## src/rtl/owl_ctrl.sv

```systemverilog
// One-wire interconnect line controller: pulse-width-coded byte transmit and
// receive over an open-drain pad, clocked from HCLK.
module owl_ctrl #(
    parameter int CNT_W  = 8,
    parameter int T_SLOT = 64,
    parameter int T_LOW1 = 8,
    parameter int T_LOW0 = 40,
    parameter int T_THR  = 24,
    parameter int T_TMO  = 128
) (
    input  logic       HCLK,
    input  logic       RESETN,
    input  logic [7:0] tx_data,
    input  logic       tx_valid,
    output logic       tx_ready,
    output logic       tx_col,
    output logic [7:0] rx_data,
    output logic       rx_valid,
    output logic       rx_err,
    output logic       busy,
    input  logic       OWLI,
    output logic       OWLO,
    output logic       OWL_POE,
    output logic       OWL_NOE,
    output logic       OWL_PU,
    output logic       OWL_PD,
    output logic       OWL_IE
);

    typedef enum logic [2:0] {
        IDLE      = 3'd0,
        TX_LOW    = 3'd1,
        TX_REL    = 3'd2,
        RX_LOW    = 3'd3,
        RX_REL    = 3'd4,
        RX_WAITHI = 3'd5
    } state_t;

    localparam logic [CNT_W-1:0] C_ONE  = CNT_W'(1);
    localparam logic [CNT_W-1:0] C_SLOT = CNT_W'(T_SLOT);
    localparam logic [CNT_W-1:0] C_LOW1 = CNT_W'(T_LOW1);
    localparam logic [CNT_W-1:0] C_LOW0 = CNT_W'(T_LOW0);
    localparam logic [CNT_W-1:0] C_THR  = CNT_W'(T_THR);
    localparam logic [CNT_W-1:0] C_TMO  = CNT_W'(T_TMO);
    // Released line is only visible through the synchroniser 3 cycles later.
    localparam logic [CNT_W-1:0] C_GUARD = CNT_W'(3);

    function automatic logic [CNT_W-1:0] sat_inc(input logic [CNT_W-1:0] v);
        if (v == {CNT_W{1'b1}}) begin
            sat_inc = v;
        end else begin
            sat_inc = v + C_ONE;
        end
    endfunction

    state_t           state_r;
    logic [CNT_W-1:0] cnt_r;
    logic [2:0]       idx_r;
    logic [7:0]       tx_byte_r;
    logic [7:0]       rx_shift_r;
    logic [7:0]       rx_data_r;
    logic             tx_ready_r;
    logic             busy_r;
    logic             noe_r;
    logic             tx_col_r;
    logic             rx_valid_r;
    logic             rx_err_r;
    logic             sync1_r;
    logic             sync2_r;
    logic             prev_r;

    logic             fall_s;
    logic             rise_s;
    logic             dec_s;
    logic [CNT_W-1:0] low_len_s;
    logic [CNT_W-1:0] cnt_inc_s;

    assign fall_s    = prev_r & ~sync2_r;
    assign rise_s    = ~prev_r & sync2_r;
    assign dec_s     = (cnt_r < C_THR);
    assign low_len_s = tx_byte_r[idx_r] ? C_LOW1 : C_LOW0;
    assign cnt_inc_s = sat_inc(cnt_r);

    // Two-flop synchroniser for the pad input plus the edge-detect history flop.
    always_ff @(posedge HCLK or negedge RESETN) begin
        if (!RESETN) begin
            sync1_r <= 1'b1;
            sync2_r <= 1'b1;
            prev_r  <= 1'b1;
        end else begin
            sync1_r <= OWLI;
            sync2_r <= sync1_r;
            prev_r  <= sync2_r;
        end
    end

    // Line protocol FSM with all control outputs registered.
    always_ff @(posedge HCLK or negedge RESETN) begin
        if (!RESETN) begin
            state_r    <= IDLE;
            cnt_r      <= '0;
            idx_r      <= 3'd0;
            tx_byte_r  <= 8'h00;
            rx_shift_r <= 8'h00;
            rx_data_r  <= 8'h00;
            tx_ready_r <= 1'b0;
            busy_r     <= 1'b0;
            noe_r      <= 1'b0;
            tx_col_r   <= 1'b0;
            rx_valid_r <= 1'b0;
            rx_err_r   <= 1'b0;
        end else begin
            tx_col_r   <= 1'b0;
            rx_valid_r <= 1'b0;
            rx_err_r   <= 1'b0;
            noe_r      <= 1'b0;
            tx_ready_r <= 1'b0;
            busy_r     <= 1'b1;
            case (state_r)
                IDLE: begin
                    if (fall_s) begin
                        state_r    <= RX_LOW;
                        cnt_r      <= C_ONE;
                        idx_r      <= 3'd0;
                        rx_shift_r <= 8'h00;
                    end else if (tx_valid && tx_ready_r) begin
                        state_r   <= TX_LOW;
                        tx_byte_r <= tx_data;
                        idx_r     <= 3'd0;
                        cnt_r     <= C_ONE;
                        noe_r     <= 1'b1;
                    end else begin
                        cnt_r      <= '0;
                        tx_ready_r <= 1'b1;
                        busy_r     <= 1'b0;
                    end
                end
                TX_LOW: begin
                    cnt_r <= cnt_inc_s;
                    if (cnt_r >= low_len_s) begin
                        state_r <= TX_REL;
                    end else begin
                        noe_r <= 1'b1;
                    end
                end
                TX_REL: begin
                    if (!sync2_r && (cnt_r >= low_len_s + C_GUARD)) begin
                        tx_col_r <= 1'b1;
                        state_r  <= RX_WAITHI;
                    end else if (cnt_r >= C_SLOT) begin
                        if (idx_r != 3'd7) begin
                            idx_r   <= idx_r + 3'd1;
                            cnt_r   <= C_ONE;
                            noe_r   <= 1'b1;
                            state_r <= TX_LOW;
                        end else begin
                            state_r    <= IDLE;
                            tx_ready_r <= 1'b1;
                            busy_r     <= 1'b0;
                        end
                    end else begin
                        cnt_r <= cnt_inc_s;
                    end
                end
                RX_LOW: begin
                    if (rise_s) begin
                        rx_shift_r[idx_r] <= dec_s;
                        if (idx_r == 3'd7) begin
                            rx_data_r  <= {dec_s, rx_shift_r[6:0]};
                            rx_valid_r <= 1'b1;
                            state_r    <= IDLE;
                            tx_ready_r <= 1'b1;
                            busy_r     <= 1'b0;
                        end else begin
                            idx_r   <= idx_r + 3'd1;
                            cnt_r   <= C_ONE;
                            state_r <= RX_REL;
                        end
                    end else if (cnt_r >= C_SLOT) begin
                        rx_err_r <= 1'b1;
                        state_r  <= RX_WAITHI;
                    end else begin
                        cnt_r <= cnt_inc_s;
                    end
                end
                RX_REL: begin
                    if (fall_s) begin
                        cnt_r   <= C_ONE;
                        state_r <= RX_LOW;
                    end else if (cnt_r >= C_TMO) begin
                        rx_err_r   <= 1'b1;
                        state_r    <= IDLE;
                        tx_ready_r <= 1'b1;
                        busy_r     <= 1'b0;
                    end else begin
                        cnt_r <= cnt_inc_s;
                    end
                end
                RX_WAITHI: begin
                    if (sync2_r) begin
                        state_r    <= IDLE;
                        tx_ready_r <= 1'b1;
                        busy_r     <= 1'b0;
                    end else begin
                        cnt_r <= cnt_r;
                    end
                end
                default: begin
                    state_r <= IDLE;
                    busy_r  <= 1'b0;
                end
            endcase
        end
    end

    assign tx_ready = tx_ready_r;
    assign tx_col   = tx_col_r;
    assign rx_data  = rx_data_r;
    assign rx_valid = rx_valid_r;
    assign rx_err   = rx_err_r;
    assign busy     = busy_r;
    assign OWL_NOE  = noe_r;
    assign OWLO     = 1'b0;
    assign OWL_POE  = 1'b0;
    assign OWL_PD   = 1'b0;
    assign OWL_PU   = 1'b1;
    assign OWL_IE   = 1'b1;

endmodule

```

## config.mk

```make
export PLATFORM = sky130hd
export DESIGN_NAME = owl_ctrl
export DESIGN_NICKNAME = d
export VERILOG_FILES = /design/src/rtl/owl_ctrl.sv
export SDC_FILE = /design/constraint.sdc
export NUM_CORES = 1
export LEC_CHECK = 0
export BUFFER_PORTS_ARGS = -buffer_cell sky130_fd_sc_hd__buf_2
export CAP_MARGIN = 10
export CORE_ASPECT_RATIO = 1.5
export CORE_MARGIN = 4
export CORE_UTILIZATION = 62
export DETAILED_ROUTE_END_ITERATION = 10
export PLACE_DENSITY = 0.9
export SYNTH_ARGS = -nofsm -noshare
export SYNTH_HDL_FRONTEND = slang
export SYNTH_SLANG_ARGS = --single-unit
```

## constraint.sdc

```tcl
create_clock -name HCLK -period 6.25 [get_ports HCLK]
set_clock_uncertainty 0.1 [all_clocks]
set_input_delay 0.3125 -clock HCLK [delete_from_list [all_inputs] [get_ports HCLK]]
set_output_delay 0.3125 -clock HCLK [all_outputs]
set_load 0.01 [all_outputs]
```

==> results.py <==
metrics = {
    "global_routing": {
        "first_global_vias": 2110,
        "groute.usage.overall": 0.2434,
        "grt_overflow_total": 0,
        "grt_max_degree": 47,
        "grt_antenna_before_repair": 0,
        "grt_pass1_wl_um": 9860,
    },
    "drt": {
        "drt-total-wl_um": 5723,
        "wl_per_cell_um": 17.50,
        "detail_route.first_pass.iterations": 5,
        "drcViolationCount": 0,
        "viasPerCell": 6.453,
        "drt_iter0_drc": 134,
        "antenna_left": 0,
        "via_count": 2110,
    },
    "die": {
        "rows": 28,
        "fp.dieArea_sq_um": 5372,
        "die_height_um": 87.79,
        "die_x_um": 61.19,
        "core-area_sq_um": 4029,
        "initial_core_util": 0.6531,
        "io_pins": 31,
    },
    "logic_synthesis": {
        "post_synth_num_cell_types": 55,
        "number_of_register_bits_inferred_by_synthesis": 46,
        "yosysWarnings": 0,
        "synth-edff-count": 0,
        "synth_top_cells_by_area": "dfrtp_1 41%, mux2_2 7.3%, mux2i_1 4.6%",
        "synth_async_sr_flop_share": 1.000,
        "netlist_area_sq_um": 2631,
        "synth.yosys.seq_area_share": 0.4389,
        "synth.avg_cell_area_sq_um": 10.00,
        "synth_area_leader_cell": "dfrtp_1",
        "synthFlopType": "dfrtp_1",
        "top_cell_type_s_share_of_synthesized_area": 0.4089,
        "number_of_instances_in_the_synthesized_netlist": 263,
    },
    "sta": {
        "final_worst_hold_slack_ns": 0.008845,
        "slew_headroom": 0.3482,
        "finalSetupTns_ns": 0,
        "max_slew.worst_pin.slew_ns": 0.9777,
        "finalCriticalPeriod_ns": 2.852,
        "fmax_ghz": 0.3506,
        "timing.final.max_slew_violations": 0,
        "setup_viol": 0,
        "final.period_utilization": 0.4564,
        "rsz0062_at_grt": "no",
        "timing.final.hold_violations": 0,
    },
    "clock_tree": {
        "post_cts_resize_count": 0,
        "cts_hold_repair.buffers": 0,
        "clkTransAtPathRegs_ns": 0.09,
        "clkSinkCount": 46,
        "cts_setup_buffers": 0,
        "clock-root-buffer": "clkbuf_8",
        "cts_tree": "done",
        "cts_inserted_buffers": 5,
        "clock_tree.htree_level_count": 2,
        "clk_path_buf_depth": 2,
        "clk_latency_ns": 0.30,
    },
    "placed_design": {
        "place.port_buffers": 25,
        "dpl.hpwl_um": 4104,
        "place_area_sq_um": 2720,
        "gp_routability_congestion": 0.9527,
        "post-place-cells": 319,
    },
    "layout": {
        "fillerInstances": 296,
        "final_cell_mix": "43 x dfrtp_1, 25 x buf_2, 21 x nand2_1",
        "nets": 299,
        "final_cell_area_sq_um": 2825,
        "layout-drive-gt1-share": 0.2305,
        "stdcell_count": 327,
        "number_of_antenna_repair_diodes": 0,
        "area_growth_syn_to_layout_pct": 7.370,
        "leading_cell_type_in_the_layout_fill_and_taps_excluded": "dfrtp_1",
    },
    "power": {
        "power-per-cell-area_nw_per_um2": 396.0,
        "power_switching_uw": 448.0,
        "clock_power_share": 0.179,
        "cellLeakagePower_nw": 1.295,
        "vdd.ir_drop.worst_mv": 0.3296,
        "p_int_uw": 670.7,
        "report.power.total_mw": 1.119,
        "sw_frac_of_total": 0.4005,
        "comb_power_share": 0.399,
        "sequentialPowerShare": 0.421,
    },
    "worst_setup_path": {
        "critPathMaxFanout": 10,
        "startpoint_type": "flop",
        "cp_data_required_time_ns": 6.37,
        "endpoint_type_of_the_worst_setup_path": "flop",
        "path_class": "reg -> reg",
        "cp_data_arrival_time_ns": 2.97,
    },
    "flow_run": {
        "cap_viol_max_count": 0,
    },
    "status": {
        "run_status": "completed",
    },
    "min_path": {
        "hold_path_class": "in -> reg",
    },
}
layer usage:
metal  global-route usage  wire length, um  vias up
met3              0.03835              322       22
met1               0.2990             2135     1001
li1                     -                -      997
met5                    0                0        -
met4               0.1341              197        0
met2               0.3979             3067       90
synthesized netlist by cell type, drive strengths merged (3+ instances only):
library cell,count
nor3b,3
a2bb2oi,3
dfrtp,43
nor3,12
ha,6
a21oi,11
and3,3
a211oi,3
nand2b,3
nor2,17
or3,3
mux2,17
clkbuf,5
inv,13
mux2i,12
o21ai,9
nand3,11
a31oi,6
nand4,3
nor4,3
dfstp,3
or2,3
buf,12
o211ai,3
nand2,21
kinds of logic (layout without fill, tap and decap cells):
kind of cell	count (synthesis)	after routing	share of synthesized area
buffers and inverters	30	46	0.05801
multiplexers	29	29	0.1184
flip-flops	46	46	0.4389
AND/OR/NAND/NOR	92	92	0.1869
AO/OA/AOI/OAI	58	58	0.1664
adder cells (fa/ha/maj)	6	6	0.02853
other	2	5	0.002854
critical path: stages, from the launching register on:
cell and delay (ns):
dfrtp_1 0.50, inv_1 0.13, nor2_1 0.27, a221oi_1 0.14, o21ai_0 0.25, ha_1 0.29, nand2b_1 0.09, o32ai_1 0.11
nand2_1 0.14, inv_2 0.12, a2111oi_4 0.40, mux2i_1 0.24
registers in the layout (all words and copies together) (netlist names):
| register | cells |
|---|---|
| cnt_r | 8 |
| rx_data | 8 |
| tx_byte_r | 8 |
| rx_shift_r | 7 |
| idx_r | 3 |
| state_r | 3 |
| OWL_NOE | 1 |
| busy | 1 |
| prev_r | 1 |
| rx_err | 1 |
| rx_valid | 1 |
| sync1_r | 1 |
| sync2_r | 1 |
| tx_col | 1 |
| tx_ready | 1 |
worst paths after layout:
| path | startpoint | end | slack, ns | cells past startpoint |
|---|---|---|---|---|
| worst min-delay path | OWLI | sync1_r | 0.009 | 1 |
| worst min register to register | sync1_r | sync2_r | 0.26 | 0 |
| min in group asynchronous | RESETN | busy | 0.05 | 1 |
| max in group asynchronous | RESETN | rx_data[7] | 5.38 | 1 |
| worst max register to register | idx_r[2] | idx_r[0] | 3.40 | 11 |
| worst max-delay path | idx_r[2] | idx_r[0] | 3.40 | 11 |
cell type report:
class	instances	area (sq um)	share of cell area
multi-input combinational	190	1335	0.4725
sequential	46	1155	0.4088
timing repair buffer	25	125.1	0.04429
clock buffer	7	96.34	0.03410
tap	45	56.30	0.01993
inverter	13	48.80	0.01727
clock inverter	1	8.758	0.003100
through the flow:
stage               worst slack [ns]    util
finish                         3.398  0.7012
detailed placement             3.473  0.6752
global route                   3.260  0.7012
global placement               3.529  0.6752
floorplan                      3.803       -
CTS                            3.448  0.7012
power groups by stage:
stage,Combinational [mW],Clock [mW],Sequential [mW]
final,0.447,0.201,0.471
after CTS,0.444,0.205,0.468
after global placement,0.426,0,0.472
after global routing,0.498,0.217,0.484
after floorplan,0.394,0,0.423
after detailed placement,0.439,0,0.473
No activity file was read; power rests on OpenSTA's default activity.
